--- config.mk ---
export PLATFORM = sky130hd
export DESIGN_NAME = cv_mem_mapper
export DESIGN_NICKNAME = d
export VERILOG_FILES = /design/src/rtl/cv_mem_mapper.sv
export SDC_FILE = /design/constraint.sdc
export NUM_CORES = 1
export LEC_CHECK = 0
export ABC_AREA = 1
export BUFFER_PORTS_ARGS = -buffer_cell sky130_fd_sc_hd__buf_2
export CAP_MARGIN = 25
export CORE_ASPECT_RATIO = 1.1
export CORE_UTILIZATION = 43
export CTS_CLUSTER_DIAMETER = 100
export CTS_CLUSTER_SIZE = 16
export DETAILED_ROUTE_END_ITERATION = 10
export PLACE_DENSITY_LB_ADDON = 0.12
export REMOVE_ABC_BUFFERS = 1
export SLEW_MARGIN = 20
export SYNTH_ARGS = -nofsm -noshare
export SYNTH_HDL_FRONTEND = slang
export SYNTH_SLANG_ARGS = --single-unit
--- constraint.sdc ---
create_clock -name clk_i -period 5 [get_ports clk_i]
set_input_delay 1.5 -clock clk_i [delete_from_list [all_inputs] [get_ports clk_i]]
set_output_delay 1.5 -clock clk_i [all_outputs]
set_load 0.01 [all_outputs]
--- src/rtl/cv_mem_mapper.sv ---
// cv_mem_mapper
//   Memory mapper for the ColecoVision/ADAM core. The 64K Z80 space is split
//   into 2**WIN_BITS equal windows. Each access resolves to a source (BIOS,
//   main RAM, cart, expansion RAM/ROM, EOS, writer) and a page from registered
//   mapping state. That state is updated by the ADAM memory-mode port, the SGM
//   port, MegaCart hotspot reads and a two-port per-window override interface.
//
// Ports
//   clk_i, reset_n_i          clock, asynchronous active-low reset
//   adam_i, sg1000_i          static machine-mode straps
//   a_i, d_i                  Z80 address / write data
//   mreq_n_i .. rfsh_n_i      Z80 bus strobes
//   cart_pages_i              cart size mask (pages-1)
//   src_o                     source of current access (0 = none)
//   sel_n_o                   active-low one-hot select indexed by src_o
//   page_o                    page for the current access
//   map_chg_o                 one-cycle pulse after a mapping register update
//   ready_o                   high once the default map is loaded
module cv_mem_mapper #(
  parameter int unsigned WIN_BITS  = 3,
  parameter int unsigned PAGE_W    = 6,
  parameter logic [7:0]  MODE_PORT = 8'h7F,
  parameter logic [7:0]  SGM_PORT  = 8'h53,
  parameter logic [7:0]  BANK_PORT = 8'h60
) (
  input  logic              clk_i,
  input  logic              reset_n_i,
  input  logic              adam_i,
  input  logic              sg1000_i,
  input  logic [15:0]       a_i,
  input  logic [7:0]        d_i,
  input  logic              mreq_n_i,
  input  logic              iorq_n_i,
  input  logic              rd_n_i,
  input  logic              wr_n_i,
  input  logic              rfsh_n_i,
  input  logic [PAGE_W-1:0] cart_pages_i,
  output logic [2:0]        src_o,
  output logic [7:0]        sel_n_o,
  output logic [PAGE_W-1:0] page_o,
  output logic              map_chg_o,
  output logic              ready_o
);

  localparam int unsigned NWIN      = 1 << WIN_BITS;
  localparam logic [7:0]  BANK_DATA = BANK_PORT + 8'd1;

  localparam logic [2:0] SRC_NONE   = 3'd0;
  localparam logic [2:0] SRC_BIOS   = 3'd1;
  localparam logic [2:0] SRC_RAM    = 3'd2;
  localparam logic [2:0] SRC_CART   = 3'd3;
  localparam logic [2:0] SRC_EXPRAM = 3'd4;
  localparam logic [2:0] SRC_EXPROM = 3'd5;
  localparam logic [2:0] SRC_WRITER = 3'd7;

  typedef enum logic {ST_INIT, ST_RUN} state_t;

  state_t              state, state_nxt;
  logic [1:0]          lower_mode, upper_mode;
  logic [PAGE_W-1:0]   megacart_page;
  logic                sgm_en;
  logic [WIN_BITS-1:0] bank_idx;
  logic [NWIN-1:0]     ovr_en;
  logic [2:0]          ovr_src  [NWIN];
  logic [PAGE_W-1:0]   ovr_page [NWIN];
  logic                map_chg;

  logic                io_wr, io_wr_q, hot_rd, hot_rd_q;
  logic                io_evt, hot_evt, megacart;
  logic [PAGE_W-1:0]   cart_inc;
  logic [WIN_BITS-1:0] win;
  logic [2:0]          src;
  logic [PAGE_W-1:0]   page;
  logic [7:0]          sel_n;

  assign io_wr  = ~iorq_n_i & ~wr_n_i & mreq_n_i & rfsh_n_i;
  assign hot_rd = ~mreq_n_i & rfsh_n_i & ~rd_n_i & (a_i[15:6] == 10'h3FF);

  // Only the first clock of a held strobe counts as an event.
  assign io_evt  = io_wr  & ~io_wr_q  & (state == ST_RUN);
  assign hot_evt = hot_rd & ~hot_rd_q & (state == ST_RUN);

  // MegaCart banking needs a power-of-two cart of at least 4 pages.
  assign cart_inc = cart_pages_i + PAGE_W'(1);
  assign megacart = ~sg1000_i & (cart_pages_i >= PAGE_W'(3)) &
                    ((cart_pages_i & cart_inc) == '0);

  assign win = a_i[15 -: WIN_BITS];

  // FSM: one INIT cycle after reset release, then RUN until reset.
  always_ff @(posedge clk_i or negedge reset_n_i) begin
    if (!reset_n_i) state <= ST_INIT;
    else            state <= state_nxt;
  end

  always_comb begin
    state_nxt = state;
    if (state == ST_INIT) state_nxt = ST_RUN;
  end

  // Mapping registers and strobe history
  always_ff @(posedge clk_i or negedge reset_n_i) begin
    if (!reset_n_i) begin
      lower_mode    <= 2'b00;
      upper_mode    <= 2'b00;
      megacart_page <= '0;
      sgm_en        <= 1'b0;
      bank_idx      <= '0;
      ovr_en        <= '0;
      map_chg       <= 1'b0;
      io_wr_q       <= 1'b0;
      hot_rd_q      <= 1'b0;
      for (int i = 0; i < NWIN; i++) begin
        ovr_src[i]  <= 3'd0;
        ovr_page[i] <= '0;
      end
    end else begin
      io_wr_q  <= io_wr;
      hot_rd_q <= hot_rd;
      map_chg  <= 1'b0;
      if (state == ST_INIT) begin
        // Console boots BIOS + cart; ADAM boots writer + RAM.
        lower_mode <= adam_i ? 2'b00 : 2'b11;
        upper_mode <= adam_i ? 2'b00 : 2'b11;
      end else begin
        if (io_evt) begin
          if (a_i[7:0] == MODE_PORT) begin
            lower_mode <= d_i[1:0];
            upper_mode <= d_i[3:2];
            map_chg    <= 1'b1;
          end else if (a_i[7:0] == SGM_PORT) begin
            // The write still counts as an update attempt on ADAM.
            if (!adam_i) sgm_en <= d_i[0];
            map_chg <= 1'b1;
          end else if (a_i[7:0] == BANK_PORT) begin
            bank_idx <= d_i[WIN_BITS-1:0];
            map_chg  <= 1'b1;
          end else if (a_i[7:0] == BANK_DATA) begin
            ovr_en[bank_idx]   <= d_i[7];
            ovr_src[bank_idx]  <= d_i[6:4];
            ovr_page[bank_idx] <= PAGE_W'(d_i[3:0]);
            map_chg            <= 1'b1;
          end
        end
        if (hot_evt && megacart) begin
          megacart_page <= PAGE_W'(a_i[5:0]) & cart_pages_i;
          map_chg       <= 1'b1;
        end
      end
    end
  end

  // Combinational resolve of the current memory access
  always_comb begin
    src = SRC_NONE;
    page = '0;
    if (~mreq_n_i & rfsh_n_i & (state == ST_RUN)) begin
      if (ovr_en[win]) begin
        src  = ovr_src[win];
        page = ovr_page[win];
      end else if (sg1000_i) begin
        src = (a_i[15:14] == 2'b11) ? SRC_RAM : SRC_CART;
      end else if (!a_i[15]) begin
        case (lower_mode)
          2'b11: begin
            if (a_i[14:13] == 2'b00)      src = SRC_BIOS;
            else if (a_i[14:13] == 2'b11) src = SRC_RAM;
            else if (sgm_en)              src = SRC_RAM;   // SGM low RAM at 2000-5FFF
          end
          2'b10:   src = SRC_EXPRAM;
          2'b01:   src = SRC_RAM;
          default: src = SRC_WRITER;
        endcase
      end else begin
        case (upper_mode)
          2'b11: begin
            src = SRC_CART;
            if (megacart) page = a_i[14] ? megacart_page : cart_pages_i;
            else          page = PAGE_W'(a_i[14]);
          end
          2'b10:   src = SRC_EXPRAM;
          2'b01:   src = SRC_EXPROM;
          default: src = SRC_RAM;
        endcase
      end
    end
  end

  always_comb begin
    sel_n = 8'hFF;
    if (src != SRC_NONE) sel_n[src] = 1'b0;
  end

  assign src_o     = src;
  assign sel_n_o   = sel_n;
  assign page_o    = page;
  assign map_chg_o = map_chg;
  assign ready_o   = (state == ST_RUN);

endmodule
# == Word level (Yosys, flattened, before mapping) ==
# Cells that the tools add are included.
# classes
n_addsub,1
order_cmp,9
n_eq_ne,15
n_mux,51
bitwise,29
n_reduce_logical,12
# ops
op,count
6-bit two-way mux,10
48-bit bitwise mux,1
8-bit by 7-bit equality test with 1-bit output (second input constant),4
24-bit bitwise mux,1
3-bit two-way mux,7
2-bit two-way mux,10
6-bit binary-select mux with 3-bit select,1
6-bit demux with 3-bit select,1
3-bit one-hot mux with 3 select lines,2
1-bit bitwise AND,13
6-bit bitwise AND,2
2-bit equality test (second input constant),6
3-bit by 4-bit less-than comparator with 1-bit output (second input constant),3
1-bit two-way mux,11
1-bit inverter,11
10-bit equality test (second input constant),1
5-bit AND reduction,2
3-bit binary-select mux with 3-bit select,1
3-bit demux with 3-bit select,1
8-bit bitwise mux,1
4-bit greater-or-equal comparator (second input constant),2
8-bit two-way mux,1
3-bit inverter with 4-bit output,2
8-bit inverter,1
14 further kinds,22
# word_totals
register_bits,98
in_bits,39
output_inout_bits,19
wordCells,143

# == Longest topological paths before layout ==
# depth
word_depth,14
ltp_mapped,12
depth_no_buf,11

# == Least setup slack after synthesis ==
# OpenSTA, ideal clock, no wires.
# synth_path
path_type,input to output
startpoint,in a_i[13]
endpoint,out sel_n_o[4]
arrival_ps,2816
required_time_ps,3500
path_slack_ps,684
path_stages,12
n_path_buf,2
path_cell_list,buf_2 -> inv_1 -> buf_4 -> nand2_1 -> nand3_1 -> nand2_1 -> nand2_1 -> nand2_2 -> nand2_1 -> nand2_1 -> nor2_1 -> nand3_1
# synth_via
word_cells_on_any_way,23
cone_classes,order compare (2); eq/ne (1); mux (15); bitwise (2); reduce/logical (3)
# synth_lines
item,line_no,rtl
start: declaration,30,"input logic [15:0] a_i,"
3-bit inverter with 4-bit output (implied by the code),159,src = ovr_src[win];
3-bit binary-select mux with 3-bit select,159,
3-bit two-way mux (implied by the code) (2 in a row),159,
3-bit two-way mux *,158,if (ovr_en[win]) begin
3-bit two-way mux *,157,if (~mreq_n_i & rfsh_n_i & (state == ST_RUN)) begin
named net src_o[2],38,"output logic [2:0] src_o,"
3-bit by 4-bit less-than comparator with 1-bit output (implied by the code) / 3-bit by 1-bit greater-or-equal comparator with 1-bit output (equally long branches),191,if (src != SRC_NONE) sel_n[src] = 1'b0;
1-bit logical AND (implied by the code),191,
1-bit two-way mux (implied by the code),191,
1-bit demux with 3-bit select,191,
8-bit inverter (no line),n/a,
8-bit two-way mux *,191,
end: declaration,39,"output logic [7:0] sel_n_o,"
# The timed path passes the listed nets; every way through them passes the cells marked *. The select of a mux whose other input is x is not followed.

# == Worst setup path in the final report ==
# layout_path
startpoint,in a_i[13]
endpoint,out sel_n_o[6]
# layout_via
elab_chain_cells,14
word_cells_on_any_way,23
cone_classes,order compare (2); eq/ne (1); mux (15); bitwise (2); reduce/logical (3)
# layout_rtl
item,line_no,rtl
2-bit equality test,167,else if (a_i[14:13] == 2'b11) src = SRC_RAM;
2-bit two-way mux,167,
2-bit two-way mux,166,if (a_i[14:13] == 2'b00) src = SRC_BIOS;
3-bit one-hot mux with 3 select lines,164,case (lower_mode)
3-bit two-way mux,163,end else if (!a_i[15]) begin
3-bit two-way mux,161,end else if (sg1000_i) begin
3-bit two-way mux *,158,
3-bit two-way mux *,157,
3-bit by 4-bit less-than comparator with 1-bit output (implied by the code) / 3-bit by 1-bit greater-or-equal comparator with 1-bit output (equally long branches),191,
1-bit logical AND (implied by the code),191,
1-bit two-way mux (implied by the code),191,
1-bit demux with 3-bit select,191,
8-bit inverter (no line),n/a,
8-bit two-way mux *,191,
# Every way passes the cells marked *; elsewhere a longest branch is shown, timed or not. The select of a mux whose other input is x is not followed.

==> run_results.csv <==
group,metric,value,unit
worst_setup_path,cp-end-kind,"primary output",
pwr,p_leak,2.42,nW
worst_setup_path,r2r_slack,2720,ps
worst_setup_path,reg2reg_from,"ready_o$_DFF_PN0_",
yosys,synth_area,4280,um2
grt,antenna_found_initial,0,
yosys,synthCells,596,
yosys,synth_mux_area_frac,0.00234,
worst_setup_path,crit_path_cell_trace,"buf_2 -> inv_1 -> nand2_1 -> nand3_1 -> nand2_1 -> nand2_1 -> nand2_2 -> nand2_1 -> nand2_1 -> nor2_1 -> nand3_1 -> buf_2",
timing,slew_viol_final,0,
final_layout,fin_cells,773,
yosys,avgSynthCellArea,7.19,um2
yosys,yosys.area.top_type,"dfrtp_1",
clocking,clk_path_buf_depth,2,
placed_design,dp_cells,757,
detailed_routing,route.met2.wl,5.30,mm
timing,hold_viol,0,
placed_design,portBuffers,56,
final_layout,seqCellArea,2050,um2
timing,fin_crit_sh,0.924,
detailed_routing,ant_nets,0,
worst_setup_path,reg2reg_depth,4,
final_layout,fill_cells,928,
final_layout,most-common-layout-cells,"nand2_1 (226), o21ai_0 (84), dfrtp_1 (82)",
grt,grt_max_degree,55,
timing,fmax,217,MHz
die,ios,58,
yosys,synth_adder_area_share,0.00292,
pwr,irDropWorstVdd,0.124,mV
clocking,cts_tree,"built",
yosys,ys_types,23,
worst_setup_path,cp-start-kind,"input pin",
timing,max_slew.worst_pin.slew,747,ps
worst_setup_path,timing.rr.end,"ovr_page[3]$_DFFE_PN0P_",
worst_setup_path,cp.required,3500,ps
final_layout,syn2layout_area_growth,14.1,%
detailed_routing,top_layer_used,"met4",
die,fp.dieW,97.2,um
final_layout,layout_commonest_cell,"nand2_1",
timing,whs,489,ps
worst_hold_path,hold_depth,2,
detailed_routing,routed_wl,11.4,mm
detailed_routing,vias,3982,
clocking,htreeDepth,3,
die,coreArea,9540,um2
clocking,cts_sinks,82,
die,die_h,107,um
clocking,insertion_delay,370,ps
worst_setup_path,crit_type,"input pin to primary output",
detailed_routing,drt_iter0_drc,149,
yosys,yosys.area.top_type_share,0.479,
timing,relSlewSlack,0.501,
detailed_routing,drt_pass1_iterations,4,
final_layout,nets,691,
clocking,clkTransAtPathRegs,90,ps
die,start_util,0.449,
final_layout,drive_above_1_share,0.125,
detailed_routing,wl_met3,608,um
flow_run,max-cap-violations,0,
yosys,synth.area.top_cells,"dfrtp_1 (48%), nand2_1 (20%), o21ai_0 (9.8%)",
worst_setup_path,slowest_delay,370,ps
outcome,status,"complete, no violations",
yosys,synth_top_family_by_area,"simple AND/OR/NAND/NOR gates",
timing,setup_violations,0,
grt,grtUsageTotal,0.232,
clocking,cts_hold_buffers,0,
placed_design,hpwl,8.17,mm
final_layout,num_antenna_cells,0,
worst_setup_path,arrival,3120,ps
die,die_area,10400,um2
clocking,cts_setup_buffers,0,
worst_setup_path,slowest_stage,"inv_1",
clocking,cts_buffers,9,
worst_setup_path,worstPathMaxFanout,14,
yosys,yosys_warnings,0,
clocking,cts_resized,0,
yosys,synth_seq_area_share,0.479,
grt,grt_first_pass_wirelength,18.8,mm
worst_hold_path,min-delay-start,"ovr_en[5]$_DFFE_PN0P_",
pwr,pwr_density_cell,267,nW/um2
yosys,synth_compound_area_frac,0.121,
clocking,clock_tree.root_cell,"clkbuf_8",
worst_setup_path,path_common_cell,"nand2_1",
grt,overflow,0,
detailed_routing,wl_per_cell,14.8,um
worst_hold_path,hold_end,"ovr_en[5]$_DFFE_PN0P_",
grt,grt_pass1_vias,3803,
yosys,synth_xor_area_frac,0,
detailed_routing,wl_met1,5.33,mm
yosys,synth_seq_cells,82,
die,rows,37,
timing,rsz0062_at_grt,"no",
pwr,p_total,1.31,mW
detailed_routing,drc,0,
detailed_routing,viasPerCell,5.15,
placed_design,place.gp.congestion,0.813,
yosys,synth_simple_gate_area_share,0.314,
timing,fin_tns_setup,0,ps
timing,period_needed,4620,ps
worst_hold_path,hold_class,"flop to flop",
timing,skew,13.3,ps
final_layout,multi_input_area,1890,um2
final_layout,fin_util,0.513,
[critical path, delay by kind of cell]
family                 cells  cell delay [ps]
and+or+nand+nor            9             1000
buffers and inverters      3              630
[cells in the mapped netlist]
library cell	instances
clkinv_1	2
mux2i_1	1
clkbuf_1	3
inv_1	59
a31oi_1	1
buf_1	2
o21ai_0	84
nand4_1	8
nand3b_1	1
dfrtp_1	82
buf_4	4
buf_2	13
nand3_1	53
nor2_1	31
a21oi_1	14
nand2_1	226
conb_1	1
nand2_2	1
o211ai_1	3
ha_1	1
nor3_1	2
nor4_1	3
nor4_4	1
[kinds of logic (layout without fill, tap and decap cells)]
kind of cell               Yosys count  after routing
buffers and inverters               83            142
other                                1              2
and+or+nand+nor                    326            326
muxes                                1              1
DFF                                 82             82
AOI/OAI and AO/OA                  102            102
adders and majority gates            1              1
[state kept, by name (all words and copies together), names as in the netlist, 2 cells and up]
register	count
ovr_page	32
ovr_src	24
ovr_en	8
megacart_page	6
bank_idx	3
lower_mode	2
upper_mode	2
[routing by layer]
| metal | track usage | up-vias |
|---|---|---|
| met3 | 0.0463 | 18 |
| met2 | 0.382 | 94 |
| met1 | 0.306 | 1853 |
| met5 | 0 | - |
| li1 | - | 2017 |
| met4 | 0.0789 | 0 |
[metrics by stage]
stage                     worst slack, ps  instance area, um2
after detailed placement              405                4680
after global placement                506                4680
after global routing                  204                4890
final                                 382                4890
after CTS                             405                4890
after floorplan                       556                4170
[worst max-delay path by stage]
stage / start / to
after floorplan: a_i[13] / sel_n_o[4]
after global placement: a_i[13] / sel_n_o[2]
after detailed placement: a_i[13] / sel_n_o[6]
after CTS: a_i[13] / sel_n_o[6]
after global routing: a_i[13] / sel_n_o[2]
final: a_i[13] / sel_n_o[6]
[cell type report]
cell class,count,share of cell area
repair buffers,65,0.0742
flip-flops and latches,82,0.420
well taps,117,0.0299
multi-input cells,432,0.387
inverters,61,0.0468
clock inverters,5,0.0131
clock buffers,11,0.0289
[power breakdown]
group / internal [mW] / switching, mW
sequential: 0.666 / 0.00293
clock: 0.247 / 0.250
combinational: 0.0435 / 0.0961
No activity file was read; power rests on OpenSTA's default activity.
